<file path="src/rtl/cmn_demux_stream_buffered.sv">
// Buffered val/rdy stream demux: routes each accepted message to one of
// noutputs streams, each output owning a one-entry pipe buffer so a stalled
// consumer only blocks traffic addressed to itself. Messages with an
// out-of-range select are consumed and counted in drop_count.
module cmn_demux_stream_buffered #(
    parameter int unsigned nbits    = 8,
    parameter int unsigned noutputs = 4,
    parameter int unsigned cbits    = 8
) (
    input  logic                        clk,
    input  logic                        reset,
    input  logic                        recv_val,
    output logic                        recv_rdy,
    input  logic [nbits-1:0]            recv_msg,
    input  logic [$clog2(noutputs)-1:0] recv_sel,
    output logic                        send_val [0:noutputs-1],
    input  logic                        send_rdy [0:noutputs-1],
    output logic [nbits-1:0]            send_msg [0:noutputs-1],
    output logic [cbits-1:0]            drop_count
);

    localparam int unsigned sw = $clog2(noutputs);

    logic             full [0:noutputs-1];
    logic [nbits-1:0] data [0:noutputs-1];

    logic sel_ok;
    logic sel_full;
    logic sel_rdy;
    logic xfer;

    // Look up the addressed output's buffer state; an out-of-range or
    // unknown select matches no entry, so nothing indexes past the array.
    always_comb begin
        sel_full = 1'b0;
        sel_rdy  = 1'b0;
        for (int unsigned i = 0; i < noutputs; i++) begin
            if (recv_sel == sw'(i)) begin
                sel_full = full[i];
                sel_rdy  = send_rdy[i];
            end
        end
    end

    // Pipe-buffer ready: a full buffer still accepts if it drains this cycle;
    // invalid selects are always accepted so they can be dropped.
    always_comb begin
        sel_ok   = ({1'b0, recv_sel} < (sw + 1)'(noutputs));
        recv_rdy = !reset && (sel_ok ? (!sel_full || sel_rdy) : 1'b1);
        xfer     = recv_val && recv_rdy;
    end

    // Count messages consumed with an invalid select (wraps naturally).
    always_ff @(posedge clk) begin
        if (reset) begin
            drop_count <= '0;
        end else if (xfer && !sel_ok) begin
            drop_count <= drop_count + cbits'(1);
        end
    end

    for (genvar g = 0; g < noutputs; g++) begin : g_out
        logic enq;
        logic deq;

        assign enq = xfer && sel_ok && (recv_sel == sw'(g));
        assign deq = full[g] && send_rdy[g];

        // One-entry buffer: simultaneous deq and enq refills in place.
        always_ff @(posedge clk) begin
            if (reset) begin
                full[g] <= 1'b0;
                data[g] <= '0;
            end else begin
                full[g] <= enq || (full[g] && !deq);
                if (enq) begin
                    data[g] <= recv_msg;
                end
            end
        end

        // Idle outputs drive zeros on the payload.
        always_comb begin
            send_val[g] = full[g];
            send_msg[g] = full[g] ? data[g] : '0;
        end
    end

endmodule

</file>
<file path="config.mk">
export PLATFORM = sky130hd
export DESIGN_NAME = cmn_demux_stream_buffered
export DESIGN_NICKNAME = d
export VERILOG_FILES = /design/src/rtl/cmn_demux_stream_buffered.sv
export SDC_FILE = /design/constraint.sdc
export NUM_CORES = 1
export LEC_CHECK = 0
export CAP_MARGIN = 20
export CORE_UTILIZATION = 48
export CTS_CLUSTER_SIZE = 30
export DETAILED_ROUTE_END_ITERATION = 6
export MAX_ROUTING_LAYER = met4
export PLACE_DENSITY = 0.84
export SLEW_MARGIN = 20
export SYNTH_ARGS = -nofsm -noshare
export SYNTH_HDL_FRONTEND = slang
export SYNTH_SLANG_ARGS = --single-unit
export TNS_END_PERCENT = 50
</file>
<file path="constraint.sdc">
create_clock -name clk -period 2.7 [get_ports clk]
set_input_delay 0.405 -clock clk [delete_from_list [all_inputs] [get_ports clk]]
set_output_delay 0.405 -clock clk [all_outputs]
set_load 0.01 [all_outputs]
</file>
==> results.json <==
{
  "num_vias": 1201,
  "die_h_um": 63.3,
  "core_mm2": 0.00347,
  "tns_ns": 0,
  "ys_warn_count": 0,
  "synthCells": 149,
  "p_clk_share_pct": 33.3,
  "placed_cells": 243,
  "cpMostUsedCell": "clkdlybuf4s50_1",
  "r2r_start": "full[2]",
  "startpoint": "recv_sel[0]",
  "ys_seq_elements": 36,
  "grt_use_met2_pct": 32.2,
  "post_cts_buffers": 0,
  "layout-drive-gt1-share_pct": 7.80,
  "drc": 0,
  "cts_resized": 0,
  "rsz0062_at_grt": "no",
  "p_total_uw": 1140,
  "cp.arrival_ns": 2.23,
  "swShare_pct": 21.1,
  "slew_viol_final": 0,
  "hold_viol": 0,
  "r2r_end": "data[1][2]",
  "grt_busiest_layer": "met2",
  "vdd.ir_drop.worst_uv": 317,
  "gp_congestion": 0.991,
  "p_leak_uw": 0.000933,
  "synth-seq-area-share_pct": 57.7,
  "end_kind": "output port",
  "fin_skew_ns": 0.000990,
  "grt_pass1_wl_mm": 5.68,
  "hold_path.class": "reg2reg",
  "finalSetupViolations": 0,
  "pin_count": 62,
  "synth_cell_types": 26,
  "fmax_mhz": 379,
  "clockRootBuffer": "clkbuf_8",
  "crit_end": "recv_rdy",
  "antenna_found_initial": 0,
  "htree_levels": 2,
  "hold_buffers": 0,
  "final_common_cell": "and2_1",
  "grt_pass1_vias": 1138,
  "pwr-share-comb_pct": 10.3,
  "p_per_area_mw_per_mm2": 470,
  "cts_sinks": 36,
  "path_cells": "clkdlybuf4s50_1 -> or3b_1 -> a21oi_1 -> nor4_1 -> clkdlybuf4s50_1",
  "overflow": 0,
  "viasPerCell": 4.78,
  "mostFrequentLayoutCells": "64 x and2_1, 53 x clkdlybuf4s50_1, 32 x edfxtp_1",
  "firstDrtPassIters": 4,
  "cts.clk_slew.worst_paths_ns": 0.06,
  "rrSetupSlack_ns": 1.30,
  "die_area_mm2": 0.00401,
  "initial_core_util_pct": 52.1,
  "critPathSlowestCell": "clkdlybuf4s50_1",
  "maxCapViolCount": 0,
  "status": "completed",
  "cts_buffers": 5,
  "cts_tree": "built",
  "netlist_area_mm2": 0.00181,
  "synth_edf_count": 32,
  "required_ns": 2.30,
  "r2r_cells": 3,
  "area_growth_pct": 33.8,
  "numPortBuffers": 53,
  "post-route-min-period_ns": 2.64,
  "row_count": 21,
  "final_nets": 221,
  "final_antenna_net_count": 0,
  "avgSynthCellArea_um2": 12.1,
  "hpwlAfterDp_mm": 2.63,
  "routed_wl_mm": 3.52,
  "insertedDiodeCount": 0,
  "use_met3_pct": 5.25,
  "worstSkewPairLatency_ns": 0.28,
  "max_stage_delay_ns": 0.68,
  "path_class": "in2out",
  "power_frac_seq_pct": 56.4,
  "post_drt_wl_per_cell_um": 14.0,
  "final_util_pct": 69.7,
  "crit_fanout": 10,
  "cp-start-kind": "input pin",
  "layout.cells.non_filler": 251,
  "p_int_uw": 896,
  "grtUsageMet1_pct": 24.3,
  "dr.first_iter.drc_count": 37,
  "synthArstFlopShare_pct": 0,
  "grt_usage_pct": 20.2,
  "clockBufferDepth": 2,
  "power.net_switching_uw": 239,
  "period_share_pct": 97.7,
  "grt_start_max_net_pins": 12,
  "die_x_um": 63.3,
  "ys.flop_type": "edfxtp_1"
}
-- critical path: cells and delay by family --
| family | cells | cell delay, ns |
|---|---|---|
| simple gates | 2 | 0.48 |
| buf+inv | 2 | 1.28 |
| compound gates | 1 | 0.07 |
-- flip-flops by register name (all words and copies together), names as in the netlist --
| register | flops |
|---|---|
| data | 32 |
| full | 4 |
-- cells in the mapped netlist, types with 2 or more instances --
library cell	n	area share [%]
nor2b_1	3	1.0
edfxtp_1	32	53
and2_1	64	22
a21oi_1	4	1.1
nor2_1	5	1.0
nand2b_1	3	1.0
nand2_1	2	0.42
dfxtp_1	4	4.4
buf_4	14	5.8
a21o_1	2	0.83
-- worst min path at each step --
stage             from  endpoint  cells after the start
6_report       full[3]   full[3]                      2
5_1_grt        full[3]   full[3]                      2
4_1_cts        full[3]   full[3]                      2
3_5_place_dp   full[3]   full[3]                      2
3_3_place_gp   full[1]   full[1]                      2
2_1_floorplan  full[1]   full[1]                      2
-- routing by layer --
| layer | wire, um | up-vias |
|---|---|---|
| li1 | - | 590 |
| met1 | 1400 | 543 |
| met2 | 1760 | 60 |
| met3 | 277 | 8 |
| met4 | 85 | 0 |
| met5 | 0 | - |
-- power by group through the flow --
stage	Combinational, uW	Sequential, uW	Clock (uW)
finish	118	640	378
global route	126	643	412
CTS	118	641	383
detailed placement	117	653	0
global placement	114	651	0
floorplan	68.4	649	0
-- kinds of logic (layout without fill, tap and decap cells) --
| logic type | after synthesis | count (layout) | synth area share (%) |
|---|---|---|---|
| AO/OA/AOI/OAI | 9 | 9 | 3.33 |
| other | 1 | 8 | 0.208 |
| buffers and inverters | 16 | 65 | 6.65 |
| flip-flops | 36 | 36 | 57.7 |
| AND/OR/NAND/NOR | 87 | 87 | 32.2 |
-- final cells by class --
| type | count | area, um2 |
|---|---|---|
| flip-flops and latches | 36 | 1040 |
| inverters | 1 | 3.75 |
| repair buffers | 56 | 553 |
| multi-input cells | 104 | 671 |
| fillers | 263 | 1050 |
| clock buffers | 8 | 90.1 |
| well taps | 46 | 57.6 |
-- stage by stage --
stage | cell area, um2 | hold WS (ns) | setup WS [ns]
2_1_floorplan | 1830 | 0.567 | 1.16
3_3_place_gp | 2330 | 0.627 | 0.118
3_5_place_dp | 2330 | 0.672 | 0.0907
4_1_cts | 2420 | 0.681 | 0.0743
5_1_grt | 2420 | 0.747 | 0.00266
6_report | 2420 | 0.675 | 0.0622
No activity file was read; power rests on OpenSTA's default activity.
